===== src/rtl/perf_counter_bank_if.sv =====
// Control, event and read-port signals of the performance counter bank.
interface perf_counter_bank_if #(
  parameter int unsigned NUM_CH = 4,
  parameter int unsigned CNT_W  = 32
);
  localparam int unsigned SelW = $clog2(NUM_CH);

  logic              start;
  logic              halt;
  logic              clear;
  logic              snap;
  logic [NUM_CH-1:0] evt;
  logic [SelW-1:0]   rd_sel;
  logic              rd_shadow;
  logic [CNT_W-1:0]  rd_data;
  logic [NUM_CH-1:0] ovf;
  logic              running;
  logic              done;

  // Driven by the CPU/bench side.
  modport master (
    output start, halt, clear, snap, evt, rd_sel, rd_shadow,
    input  rd_data, ovf, running, done
  );

  // The counter bank itself.
  modport slave (
    input  start, halt, clear, snap, evt, rd_sel, rd_shadow,
    output rd_data, ovf, running, done
  );
endinterface


===== src/rtl/perf_counter_bank.sv =====
// Multi-channel performance counter: channel 0 counts cycles, channels 1.. count
// event strobes. Shadow snapshot registers, wrap/saturate overflow with sticky
// flags, and a one-cycle registered read port.
module perf_counter_bank #(
  parameter int unsigned NUM_CH   = 4,
  parameter int unsigned CNT_W    = 32,
  parameter int unsigned SATURATE = 0
) (
  input logic                clk,
  input logic                cycle_count_rst,
  perf_counter_bank_if.slave bus
);
  localparam int unsigned SelW = $clog2(NUM_CH);

  typedef enum logic [1:0] {StIdle, StRun, StHalted} state_e;

  state_e            state_q, state_d;
  logic              zero_all;
  logic              count_en;
  logic [CNT_W-1:0]  cnt_q [NUM_CH];
  logic [CNT_W-1:0]  cnt_d [NUM_CH];
  logic [CNT_W-1:0]  shd_q [NUM_CH];
  logic [CNT_W-1:0]  shd_d [NUM_CH];
  logic [NUM_CH-1:0] ovf_q, ovf_d;
  logic [CNT_W-1:0]  rd_q, rd_d;

  // Next state, plus whether this edge zeroes everything or counts.
  always_comb begin
    state_d  = state_q;
    zero_all = 1'b0;
    count_en = 1'b0;
    if (bus.clear) begin
      state_d  = StIdle;
      zero_all = 1'b1;
    end else begin
      unique case (state_q)
        StIdle: begin
          if (bus.start) begin
            state_d  = StRun;
            zero_all = 1'b1;
          end
        end
        StRun: begin
          if (bus.halt) begin
            // The halt edge still counts, unless start is also present.
            state_d  = StHalted;
            count_en = ~bus.start;
          end else if (bus.start) begin
            zero_all = 1'b1;
          end else begin
            count_en = 1'b1;
          end
        end
        StHalted: begin
          if (bus.start) begin
            state_d  = StRun;
            zero_all = 1'b1;
          end
        end
        default: state_d = StIdle;
      endcase
    end
  end

  // Counter, shadow and sticky overflow next-state.
  always_comb begin
    cnt_d = cnt_q;
    shd_d = shd_q;
    ovf_d = ovf_q;
    for (int i = 0; i < NUM_CH; i++) begin
      if (zero_all) begin
        cnt_d[i] = '0;
        shd_d[i] = '0;
        ovf_d[i] = 1'b0;
      end else begin
        // Shadow takes the pre-increment value.
        if (bus.snap) shd_d[i] = cnt_q[i];
        if (count_en && ((i == 0) ? 1'b1 : bus.evt[i])) begin
          if (&cnt_q[i]) begin
            ovf_d[i] = 1'b1;
            cnt_d[i] = (SATURATE != 0) ? cnt_q[i] : '0;
          end else begin
            cnt_d[i] = cnt_q[i] + CNT_W'(1);
          end
        end
      end
    end
  end

  // Read mux over pre-update values; out-of-range selects read as zero.
  always_comb begin
    rd_d = '0;
    for (int i = 0; i < NUM_CH; i++) begin
      if (bus.rd_sel == SelW'(i)) rd_d = bus.rd_shadow ? shd_q[i] : cnt_q[i];
    end
  end

  // State registers with asynchronous active-high reset.
  always_ff @(posedge clk or posedge cycle_count_rst) begin
    if (cycle_count_rst) begin
      state_q <= StIdle;
      ovf_q   <= '0;
      rd_q    <= '0;
      for (int i = 0; i < NUM_CH; i++) begin
        cnt_q[i] <= '0;
        shd_q[i] <= '0;
      end
    end else begin
      state_q <= state_d;
      ovf_q   <= ovf_d;
      rd_q    <= rd_d;
      cnt_q   <= cnt_d;
      shd_q   <= shd_d;
    end
  end

  assign bus.rd_data = rd_q;
  assign bus.ovf     = ovf_q;
  assign bus.running = (state_q == StRun);
  assign bus.done    = (state_q == StHalted);
endmodule


===== src/flat_wrapper.sv =====
// flat-port wrapper written by rule: the top's interface ports become plain ports
module perf_counter_bank_flat 
#(
  parameter int unsigned NUM_CH   = 4,
  parameter int unsigned CNT_W    = 32,
  parameter int unsigned SATURATE = 0
)
  (clk, cycle_count_rst, bus_start, bus_halt, bus_clear, bus_snap, bus_evt, bus_rd_sel, bus_rd_shadow, bus_rd_data, bus_ovf, bus_running, bus_done);
  perf_counter_bank_if #(.NUM_CH(NUM_CH), .CNT_W(CNT_W)) bus_i ();
  input logic clk;
  input logic cycle_count_rst;
  input wire logic [$bits(bus_i.start)-1:0] bus_start;
  input wire logic [$bits(bus_i.halt)-1:0] bus_halt;
  input wire logic [$bits(bus_i.clear)-1:0] bus_clear;
  input wire logic [$bits(bus_i.snap)-1:0] bus_snap;
  input wire logic [$bits(bus_i.evt)-1:0] bus_evt;
  input wire logic [$bits(bus_i.rd_sel)-1:0] bus_rd_sel;
  input wire logic [$bits(bus_i.rd_shadow)-1:0] bus_rd_shadow;
  output wire logic [$bits(bus_i.rd_data)-1:0] bus_rd_data;
  output wire logic [$bits(bus_i.ovf)-1:0] bus_ovf;
  output wire logic [$bits(bus_i.running)-1:0] bus_running;
  output wire logic [$bits(bus_i.done)-1:0] bus_done;
  assign bus_i.start = bus_start;
  assign bus_i.halt = bus_halt;
  assign bus_i.clear = bus_clear;
  assign bus_i.snap = bus_snap;
  assign bus_i.evt = bus_evt;
  assign bus_i.rd_sel = bus_rd_sel;
  assign bus_i.rd_shadow = bus_rd_shadow;
  assign bus_rd_data = bus_i.rd_data;
  assign bus_ovf = bus_i.ovf;
  assign bus_running = bus_i.running;
  assign bus_done = bus_i.done;
  perf_counter_bank #(.NUM_CH(NUM_CH), .CNT_W(CNT_W), .SATURATE(SATURATE)) u_core (.clk(clk), .cycle_count_rst(cycle_count_rst), .bus(bus_i));
endmodule

===== config.mk =====
export PLATFORM = sky130hd
export DESIGN_NAME = perf_counter_bank_flat
export DESIGN_NICKNAME = d
export VERILOG_FILES = /design/src/rtl/perf_counter_bank_if.sv /design/src/rtl/perf_counter_bank.sv /design/src/flat_wrapper.sv
export SDC_FILE = /design/constraint.sdc
export NUM_CORES = 1
export LEC_CHECK = 0
export ABC_AREA = 1
export CAP_MARGIN = 25
export CORE_ASPECT_RATIO = 1.2
export CORE_MARGIN = 5
export CORE_UTILIZATION = 45
export CTS_CLUSTER_SIZE = 25
export DETAILED_ROUTE_END_ITERATION = 16
export SKIP_LAST_GASP = 1
export SLEW_MARGIN = 30
export SYNTH_ARGS = -nofsm -noshare
export SYNTH_HDL_FRONTEND = slang
export SYNTH_SLANG_ARGS = --single-unit

===== constraint.sdc =====
create_clock -name clk -period 10.9 [get_ports clk]
set_clock_uncertainty 0.2 [all_clocks]
set_input_delay 2.18 -clock clk [delete_from_list [all_inputs] [get_ports clk]]
set_output_delay 2.18 -clock clk [all_outputs]
set_load 0.02 [all_outputs]

Yosys cells after proc, flatten, opt, wreduce, memory -nomap -nowiden --
Cells that the tools add are included.
Storage, ports and cells: bits in latches 0, output and inout bits 38, word-level logic and storage cells 102, memories 0, bits in writable memories 0, input bits 13, bits in read-only memories 0, bits in registers 294
Cells by class: shift-type cells 0, muxes and demuxes 52, add/sub/neg operators 4, bitwise gates (word level) 1, div/mod/pow operators 0, magnitude comparators 0, $mul 0, reductions and logical operators 24, equal/unequal tests 7
Operators by type and width (count):
- 2-to-1 mux 32 bit | 28
- adder 32 x 1 -> 32 bit (second input constant) | 4
- AND reduction 32 bit | 4
- 2-to-1 mux 1 bit | 19
- nonzero test 2 bit | 9
- AND reduction 2 bit | 5
- equality test 2 bit (second input constant) | 3
- 2-to-1 mux 2 bit | 3
- equality test 2 x 1 -> 1 bit (second input constant) | 2
- logical NOT 2 bit | 2
- one-hot mux 2 bit (2 select lines) | 1
- logical AND 1 bit | 3
- inequality test 3 x 1 -> 1 bit (second input constant) | 1
- inequality test 3 bit (second input constant) | 1
- one-hot mux 1 bit (2 select lines) | 1
- OR reduction 2 bit | 1
- inverter 1 bit | 1

Logic depth before layout (Yosys ltp) --
Gate-level depths: netlist (run 1).
depth after elaboration 7, gate-level depth with buffers 11, mapped depth without buffers 11

Worst setup path before layout (run 1) --
OpenSTA, ideal clock, no wires.
path type in2reg, from in bus_rd_shadow, to reg u_core.rd_q[31] (netlist: u_core.bus.rd_data[31]), arrival time 3.090 ns, stages on the path 7, setup slack 7.471 ns, data required time 10.561 ns, path buffers 3, cell sequence buf_2 -> inv_2 -> buf_2 -> clkbuf_1 -> a21oi_1 -> o21ai_0 -> o2111ai_1
On the way: word-level cells in the longest chain between the ends 5, elaborated cells on any way between the ends 8, those cells by class mux: 8
RTL lines:
- start, declared | RTL line flat_wrapper.sv:18 | input wire logic [$bits(bus_i.rd_shadow)-1:0] bus_rd_shadow;
- 2-to-1 mux 32 bit (4 in a row) | RTL line perf_counter_bank.sv:94 | if (bus.rd_sel == SelW'(i)) rd_d = bus.rd_shadow ? shd_q[i] : cnt_q[i];
- 2-to-1 mux 32 bit * | RTL line perf_counter_bank.sv:94
- named net u_core.rd_d[31] | RTL line perf_counter_bank.sv:25 | logic [CNT_W-1:0] rd_q, rd_d;
- end signal, assigned | RTL line perf_counter_bank.sv:111 | rd_q <= rd_d;
- end, declared | RTL line perf_counter_bank.sv:25
Mark *: on every way through the listed nets, which the timed path passes. The rest lies on a longest branch. A chain may end at the register's enable or synchronous reset.

Worst setup path after layout (run 1) --
from in bus_clear, to reg u_core.cnt_q[69] in the netlist's numbering
On the way: word-level cells in the longest chain between the ends 3, elaborated cells on any way between the ends 5, those cells by class mux: 3; reduce/logical: 2
RTL lines:
- start, declared | RTL line flat_wrapper.sv:14 | input wire logic [$bits(bus_i.clear)-1:0] bus_clear;
- 2-to-1 mux 1 bit | RTL line perf_counter_bank.sv:32 | if (bus.clear) begin
- logical AND 1 bit | RTL line perf_counter_bank.sv:78 | if (count_en && ((i == 0) ? 1'b1 : bus.evt[i])) begin
- nonzero test 2 bit (no source line)
- end signal, assigned | RTL line perf_counter_bank.sv:112 | cnt_q <= cnt_d;
- end, declared | RTL line perf_counter_bank.sv:20 | logic [CNT_W-1:0] cnt_q [NUM_CH];
Several ways; a longest one is shown, not always the timed one.

==> results of run 1 <==
power groups by stage:
stage	Combinational (mW)	Sequential [mW]	Clock, mW
finish	0.230	1.12	1.20
global route	0.249	1.12	1.27
CTS	0.232	1.12	1.23
detailed placement	0.231	1.14	0
global placement	0.229	1.14	0
floorplan	0.139	1.15	0
sequential cells by signal, indices dropped and copies added (netlist names):
register	count
u_core.bus.rd_data	32
u_core.bus.ovf	4
u_core.shd_q	128
u_core.cnt_q	128
u_core.state_q	2
cell type report:
cell class | instances | share of cell area
timing repair buffer | 62 | 0.0331
multi-input combinational | 1619 | 0.430
sequential | 294 | 0.386
tap | 480 | 0.0315
inverter | 294 | 0.0583
clock buffer | 53 | 0.0559
clock inverter | 9 | 0.00512
through the flow:
stage	power, mW	instances
2_1_floorplan	1.29	2319
3_3_place_gp	1.37	2747
3_5_place_dp	1.37	2749
4_1_cts	2.58	2811
5_1_grt	2.64	2811
6_report	2.55	2811
worst min path at each step:
stage / slack (ps) / from / cells after the start / to
after CTS: 320 / u_core.bus.ovf[1] / 2 / u_core.bus.ovf[1]
after floorplan: 280 / u_core.shd_q[32] / 2 / u_core.bus.rd_data[0]
after detailed placement: 300 / u_core.bus.ovf[0] / 2 / u_core.bus.ovf[0]
after global placement: 280 / u_core.bus.ovf[1] / 2 / u_core.bus.ovf[1]
final: 300 / u_core.bus.ovf[1] / 2 / u_core.bus.ovf[1]
after global routing: 330 / u_core.shd_q[41] / 2 / u_core.shd_q[41]
cells by family after synthesis:
kind of cell             Yosys count  share of synthesized area
adder cells (fa/ha/maj)            4                    0.00289
AND/OR/NAND/NOR                 1171                      0.302
AO/OA/AOI/OAI                    427                      0.160
flip-flops                       294                      0.425
XOR/XNOR                          16                    0.00809
buffers and inverters            406                      0.102
multiplexers                       1                   0.000578
metal layers:
layer	GRT usage	wire length [um]	vias to the layer above
met5	0	0	-
met4	0.0830	1810	0
met3	0.0353	2830	90
met2	0.426	26200	390
met1	0.351	24000	7592
li1	-	-	7531
cells in the final DEF, fill, tap and decap left out, types with 21 or more instances in the layout:
cell type          n
nand2_1          508
dfrtp_1          294
inv_1            286
nor2_1           271
nand3_1          218
o21ai_0          142
o21ai_2          101
a21oi_1           89
nand4_1           74
clkdlybuf4s50_1   47
nor2_2            37
clkbuf_16         37
o211ai_1          33
o21ai_1           24
o2111ai_1         21
worst max-delay path: stages:
cell and delay, ps:
clkdlybuf4s50_1 580, a21oi_4 220, buf_12 570, nand2_2 760
nand2_1 350, nand2_1 80, nor2_1 90
==> results.json, run 1 <==
{
  "status": "completed",
  "synth-seq-cells": 294,
  "maxCapViolations": 0,
  "end_kind": "flip-flop",
  "post-synth-top-area-cell": "dfrtp_1",
  "combPwrFrac": 0.090,
  "final_core_util": 0.502,
  "yosys_warnings": 0,
  "min_period_ps": 4810,
  "critical_path.endpoint": "u_core.cnt_q[69]",
  "synth_cells": 2319,
  "detail_route.first_pass.iterations": 5,
  "asyncSetResetFlopFracSynth": 1.00,
  "rr_endpoint": "u_core.cnt_q[69]",
  "drc": 0,
  "clock_tree_from_tritoncts": "yes",
  "insertedDiodeCount": 0,
  "critical_path.reg2reg.startpoint": "u_core.state_q[0]",
  "post_synth_most_frequent_cells": "508 x nand2_1, 294 x dfrtp_1, 287 x inv_1",
  "multi_input_area_sq_um": 8200,
  "ctsLongestPathBuffers": 3,
  "detail-route-antenna-nets": 0,
  "cts_root_buffer": "clkbuf_16",
  "grt_antenna_before_repair": 0,
  "critical_path.startpoint": "bus_clear",
  "grt_usage": 0.257,
  "ff2ff_setup_slack_ps": 7860,
  "grt_pass1_wl_um": 86500,
  "synthDistinctLibCells": 43,
  "timing.final.hold_violations": 0,
  "rsz_0062_raised_after_global_routing": "no",
  "total_setup_violations_reported_at_the_end_of_the_flow": 0,
  "power_frac_seq": 0.439,
  "initial_core_util": 0.456,
  "share_clk_of_total_power": 0.471,
  "placement.setup.worst_slack_ps": 5530,
  "place.port_buffers": 49,
  "achievable-frequency_mhz": 208,
  "final_area_sq_um": 19100,
  "post_synth_instance_area_sq_um": 17300,
  "post_dp_cell_area_sq_um": 17900,
  "share_of_post_route_cells_with_drive_strength_above_1": 0.112,
  "cts-buffers-inserted": 36,
  "syn_area_per_cell_sq_um": 7.47,
  "die_area_sq_um": 42500,
  "core_area_sq_um": 38000,
  "post_cts.resized_instances": 0,
  "cts.repair_timing.setup_buffer_count": 0,
  "num_rows": 78,
  "path_max_fanout": 182,
  "power.net_switching_mw": 0.664,
  "critical_path_class": "input pin to flip-flop",
  "r2r.worst_path.cells": 7,
  "power_density_nw_per_um2": 134,
  "gp_routability_congestion": 0.934,
  "io_pins": 51,
  "totalWireLength_um": 54800,
  "tns_ps": 0,
  "syn-num-nets": 2336,
  "via_cell_ratio": 5.55,
  "static-leakage-power_nw": 7.89,
  "switching_share": 0.260,
  "synth_sequential_area_ratio": 0.425,
  "htree_levels": 2,
  "ys_top_cells_by_area": "dfrtp_1 42%, nand2_1 11%, nand3_1 6.3%",
  "vias": 15603,
  "design.final.nets": 2324,
  "worst-endpoint-required_ps": 11160,
  "first_global_vias": 14740,
  "post-synth-top-area-fraction": 0.425,
  "fp.dieH_um": 225,
  "tritoncts_num_sinks": 294,
  "timing.final.max_slew_violations": 0,
  "worst_pin_slew_ps": 1050,
  "vdd_drop_max_mv": 0.0989,
  "ys.flop_type": "dfrtp_1",
  "chipWidth_um": 189,
  "avgRoutedWirePerCell_um": 19.5,
  "worstSetupStartpointType": "input pin",
  "filler_cell_count": 3723,
  "cellInternalPower_mw": 1.89,
  "total_congestion_overflow_after_global_routing": 0,
  "holdCritPathClass": "flip-flop to flip-flop",
  "final.hold.worst_slack_ps": 303,
  "detailedRoute.firstIterationViolations": 1092,
  "grt_start_max_net_pins": 183,
  "synth_edf_count": 0,
  "final_min_period_over_clock_period": 0.441,
  "clk_transition_reported_paths_ps": 60,
  "yosysMostFrequentCell": "nand2_1",
  "cp_data_arrival_time_ps": 5070,
  "clock_network_latency_to_the_later_pin_of_the_worst_skew_pair_ps": 540,
  "ff_latch_area_sq_um": 7360,
  "final_critical_path_setup_slack_ps": 6090,
  "max_slew_margin": 0.294,
  "cts.hold.buffers_added": 0,
  "dp.final_hpwl_um": 38400,
  "layout-area-overhead-vs-synth_pct": 10.1
}
Note: power is estimated with default switching activity, not from simulation.
==> run 2: changes to the inputs <==
==> constraint.sdc (replaced) <==
create_clock -name clk -period 4.6 [get_ports clk]
set_clock_uncertainty 0.2 [all_clocks]
set_input_delay 0.92 -clock clk [delete_from_list [all_inputs] [get_ports clk]]
set_output_delay 0.92 -clock clk [all_outputs]
set_load 0.02 [all_outputs]
==> results.json, run 2 (synthesis gave the netlist of run 1 again) <==
{
  "status": "completed",
  "max_slew_margin": 0.279,
  "min_period_ps": 3020,
  "final_core_util": 0.507,
  "drc": 0,
  "layout.cells.most_common_list": "508 x nand2_1, 294 x dfrtp_1, 286 x inv_1",
  "fp.dieH_um": 225,
  "io_pins": 51,
  "clk_transition_reported_paths_ps": 60,
  "worstSetupStartpointType": "input pin",
  "path_delay_family": "buffers and inverters",
  "total_congestion_overflow_after_global_routing": 0,
  "most_common_cell_after_layout_fill_and_taps_aside": "nand2_1",
  "grt_pass1_wl_um": 86600,
  "crit_path_cell_trace": "clkdlybuf4s50_1, a21oi_4, buf_4, o21ai_4, nor2_1, nor2_1",
  "vias": 15619,
  "tritoncts_num_sinks": 294,
  "initial_core_util": 0.456,
  "chipWidth_um": 189,
  "dp.final_hpwl_um": 39300,
  "first_global_vias": 14949,
  "post_cts.resized_instances": 0,
  "p_total_mw": 6.15,
  "gr-usage-met3": 0.0342,
  "grt_usage": 0.257,
  "clock_tree_from_tritoncts": "yes",
  "holdCritPathClass": "flip-flop to flip-flop",
  "place.port_buffers": 49,
  "cts.hold.buffers_added": 0,
  "worst-endpoint-required_ps": 4800,
  "cts.repair_timing.setup_buffer_count": 0,
  "worst_pin_slew_ps": 1070,
  "via_cell_ratio": 5.53,
  "detail_route.first_pass.iterations": 7,
  "totalWireLength_um": 55100,
  "end_kind": "flip-flop",
  "num_rows": 78,
  "global_route_layer_with_the_greatest_usage": "met2",
  "design.final.nets": 2335,
  "gp_routability_congestion": 0.887,
  "max_stage_delay_ps": 690,
  "cts_root_buffer": "clkbuf_16",
  "rsz_0062_raised_after_global_routing": "no",
  "cp_data_arrival_time_ps": 3230,
  "vdd_drop_max_mv": 0.221,
  "core_area_sq_um": 38000,
  "cts-buffers-inserted": 35,
  "share_of_post_route_cells_with_drive_strength_above_1": 0.118,
  "timing.final.max_slew_violations": 0,
  "die_area_sq_um": 42500,
  "cpMaxStageDelayCell": "buf_4",
  "grt_antenna_before_repair": 2,
  "timing.final.hold_violations": 0,
  "ctsLongestPathBuffers": 3,
  "clock_network_latency_to_the_later_pin_of_the_worst_skew_pair_ps": 530,
  "detail-route-antenna-nets": 0,
  "filler_cell_count": 3728,
  "final_min_period_over_clock_period": 0.657,
  "grt_start_max_net_pins": 105,
  "detailedRoute.firstIterationViolations": 1325,
  "tns_ps": 0,
  "avgRoutedWirePerCell_um": 19.5,
  "layout-area-overhead-vs-synth_pct": 11.1,
  "static-leakage-power_nw": 7.99,
  "htree_levels": 2,
  "global_route.usage.met2": 0.426,
  "achievable-frequency_mhz": 331,
  "power_density_nw_per_um2": 320,
  "total_setup_violations_reported_at_the_end_of_the_flow": 0,
  "globalRouteMet1Util": 0.355,
  "maxCapViolations": 0,
  "crit_top_cell": "nor2_1",
  "final.hold.worst_slack_ps": 303,
  "worstPathBufferInverterCount": 2,
  "critical_path_class": "input pin to flip-flop",
  "path_max_fanout": 65
}
## run 2: final cells by class
type	count	area, sq um	area share
Antenna cell	1	2.50	0.000130
Clock buffer	55	1130	0.0589
Clock inverter	6	80.1	0.00416
Inverter	294	1110	0.0575
Multi-Input combinational cell	1619	8200	0.426
Sequential cell	294	7360	0.382
Tap cell	480	601	0.0312
Timing Repair Buffer	74	764	0.0397
## run 2: through the flow
| step | cell area (sq um) | instances | worst slack [ps] |
|---|---|---|---|
| after CTS | 19200 | 2821 | 1620 |
| final | 19200 | 2823 | 1580 |
| after floorplan | 17300 | 2319 | -423 |
| after global routing | 19200 | 2822 | 1460 |
| after global placement | 18000 | 2760 | 1060 |
| after detailed placement | 18000 | 2760 | 1050 |
## run 2: worst paths after layout
path / from / end / slack (ps) / depth (start not counted)
worst max-delay path: bus_clear / u_core.bus.ovf[1] / 1580 / 6
worst min-delay path: u_core.bus.ovf[1] / u_core.bus.ovf[1] / 300 / 2
worst max register to register: u_core.state_q[0] / u_core.bus.ovf[1] / 2070 / 6
worst min register to register: u_core.bus.ovf[1] / u_core.bus.ovf[1] / 300 / 2
max in group asynchronous: cycle_count_rst / u_core.cnt_q[116] / 2600 / 3
min in group asynchronous: cycle_count_rst / u_core.cnt_q[43] / 510 / 2
## run 2: where the power goes
part | internal (mW) | leakage (nW) | switching [mW]
logic | 0.146 | 3.31 | 0.413
clock network | 1.80 | 0.605 | 1.14
registers | 2.63 | 4.07 | 0.0294
## run 2: routing by layer
| layer | vias up | wire [um] |
|---|---|---|
| li1 | 7548 | - |
| met1 | 7580 | 24600 |
| met2 | 408 | 26400 |
| met3 | 81 | 2670 |
| met4 | 2 | 1440 |
| met5 | - | 20 |
## run 2: worst reg2reg max path: stages, from the launching register on
cell and delay [ps]:
dfrtp_1 430, o21ai_2 110, a21oi_4 360, buf_4 690
o21ai_4 390, nor2_1 180, nor2_1 50
==> run 3: changes to the inputs <==
==> constraint.sdc (replaced) <==
create_clock -name clk -period 2.6 [get_ports clk]
set_clock_uncertainty 0.2 [all_clocks]
set_input_delay 0.52 -clock clk [delete_from_list [all_inputs] [get_ports clk]]
set_output_delay 0.52 -clock clk [all_outputs]
set_load 0.02 [all_outputs]
==> results.json, run 3 (synthesis gave the netlist of run 1 again) <==
{
  "total_setup_violations_reported_at_the_end_of_the_flow": 0,
  "ff2ff_setup_slack_ps": 240,
  "final_std_cells_w_o_fill": 2899,
  "num_rows": 78,
  "insertedDiodeCount": 0,
  "core_area_sq_um": 38000,
  "grt_start_max_net_pins": 90,
  "most_common_cell_after_layout_fill_and_taps_aside": "nand2_1",
  "timing.final.hold_violations": 0,
  "detailedRoute.firstIterationViolations": 1376,
  "layout.cells.most_common_list": "508 x nand2_1, 294 x dfrtp_1, 286 x inv_1",
  "rr_endpoint": "u_core.cnt_q[95]",
  "final_core_util": 0.527,
  "clock_tree_from_tritoncts": "yes",
  "static-leakage-power_nw": 8.44,
  "die_area_sq_um": 42500,
  "post_dp_cell_area_sq_um": 18800,
  "htree_levels": 2,
  "layout-area-overhead-vs-synth_pct": 15.4,
  "power_density_nw_per_um2": 539,
  "end_kind": "output port",
  "hold_path_end": "u_core.shd_q[12]",
  "placed_cells_incl_taps": 2837,
  "total_congestion_overflow_after_global_routing": 0,
  "grt_usage": 0.262,
  "tritoncts_num_sinks": 294,
  "final.hold.worst_slack_ps": 108,
  "cts.hold.buffers_added": 0,
  "worst_pin_slew_ps": 911,
  "initial_core_util": 0.456,
  "holdCritPathClass": "input pin to flip-flop",
  "via_cell_ratio": 5.54,
  "cts.repair_timing.setup_buffer_count": 0,
  "worst_hold_startpoint": "bus_snap",
  "detail-route-antenna-nets": 0,
  "io_pins": 51,
  "fp.dieH_um": 225,
  "critical_path_class": "flip-flop to output port",
  "clk_transition_reported_paths_ps": 60,
  "critical_path.reg2reg.startpoint": "u_core.cnt_q[65]",
  "worstSetupStartpointType": "flip-flop",
  "achievable-frequency_mhz": 413,
  "share_of_post_route_cells_with_drive_strength_above_1": 0.146,
  "path_max_fanout": 3,
  "grt_antenna_before_repair": 0,
  "rsz_0062_raised_after_global_routing": "no",
  "final_area_sq_um": 20000,
  "max_slew_margin": 0.386,
  "grt_pass1_wl_um": 88100,
  "clock_network_latency_to_the_later_pin_of_the_worst_skew_pair_ps": 530,
  "vias": 16056,
  "r2r.worst_path.cells": 8,
  "ctsLongestPathBuffers": 3,
  "totalWireLength_um": 55700,
  "worst-endpoint-required_ps": 1880,
  "status": "completed",
  "final_min_period_over_clock_period": 0.932,
  "cp_data_arrival_time_ps": 1700,
  "min_period_ps": 2420,
  "vdd_drop_max_mv": 0.590,
  "cts_root_buffer": "clkbuf_16",
  "dp.final_hpwl_um": 41400,
  "detail_route.first_pass.iterations": 5,
  "design.final.nets": 2411,
  "avgRoutedWirePerCell_um": 19.2,
  "place.port_buffers": 49,
  "chipWidth_um": 189,
  "filler_cell_count": 3687,
  "first_global_vias": 15033,
  "drc": 0,
  "tns_ps": 0,
  "cts-buffers-inserted": 35,
  "min_path_cells": 3,
  "gp_routability_congestion": 0.942,
  "timing.final.max_slew_violations": 0,
  "maxCapViolations": 0
}
-- run 3: cell types whose count changed in the layout (fill, tap and decap cells not counted) --
cell	change
inv_6	+3
buf_4	+58
clkbuf_16	-2
diode_2	-1
clkbuf_1	+2
clkinv_2	+2
clkbuf_8	-4
clkdlybuf4s50_1	-1
buf_6	-1
buf_12	+19
dlymetal6s2s_1	+1
-- run 3: worst max-delay path by stage --
stage | to | cells after the start | slack [ps] | start
global placement | u_core.bus.ovf[1] | 6 | 5 | bus_clear
global route | u_core.cnt_q[95] | 8 | 70 | u_core.cnt_q[65]
finish | bus_done | 3 | 180 | u_core.state_q[1]
floorplan | u_core.bus.ovf[0] | 1 | -2020 | cycle_count_rst
detailed placement | u_core.cnt_q[95] | 5 | -30 | bus_clear
CTS | bus_running | 4 | 10 | u_core.state_q[1]
-- run 3: what timing repair did --
action,CTS,global route
endpoints found under the hold margin,0,0
resized for setup,0,1
endpoints found under the setup margin,0,1
-- run 3: layer usage --
layer  track usage  vias to the layer above  share of wire
met5             0                        -              0
met4        0.0644                        0          0.023
met3        0.0304                       79          0.051
met2         0.434                      460           0.48
met1         0.369                     7795           0.44
li1              -                     7722              -
-- run 3: area by class of cell --
type | count | area [sq um] | share of cell area
inverters | 294 | 1110 | 0.0554
well taps | 480 | 601 | 0.0300
multi-input cells | 1619 | 8200 | 0.410
clock buffers | 51 | 1040 | 0.0518
flip-flops and latches | 294 | 7360 | 0.368
repair buffers | 150 | 1570 | 0.0786
clock inverters | 11 | 116 | 0.00582
-- run 3: where the power goes --
part,total (mW),internal (mW),switching [mW]
sequential,4.70,4.65,0.0501
combinational,1.10,0.354,0.751
clock,4.98,2.97,2.01
total,10.8,7.97,2.81
-- run 3: worst max-delay path, cell delays in order, from the launching register on --
cell and delay [ps]:
dfrtp_1 380, inv_1 90, nor2_1 90, clkdlybuf4s50_1 610
-- run 3: metrics by stage --
stage,power (mW),setup WS (ps)
after global placement,5.88,5.32
after global routing,11.2,71.0
after CTS,10.9,12.7
final,10.8,178
after detailed placement,5.89,-30.6
after floorplan,5.42,-2020
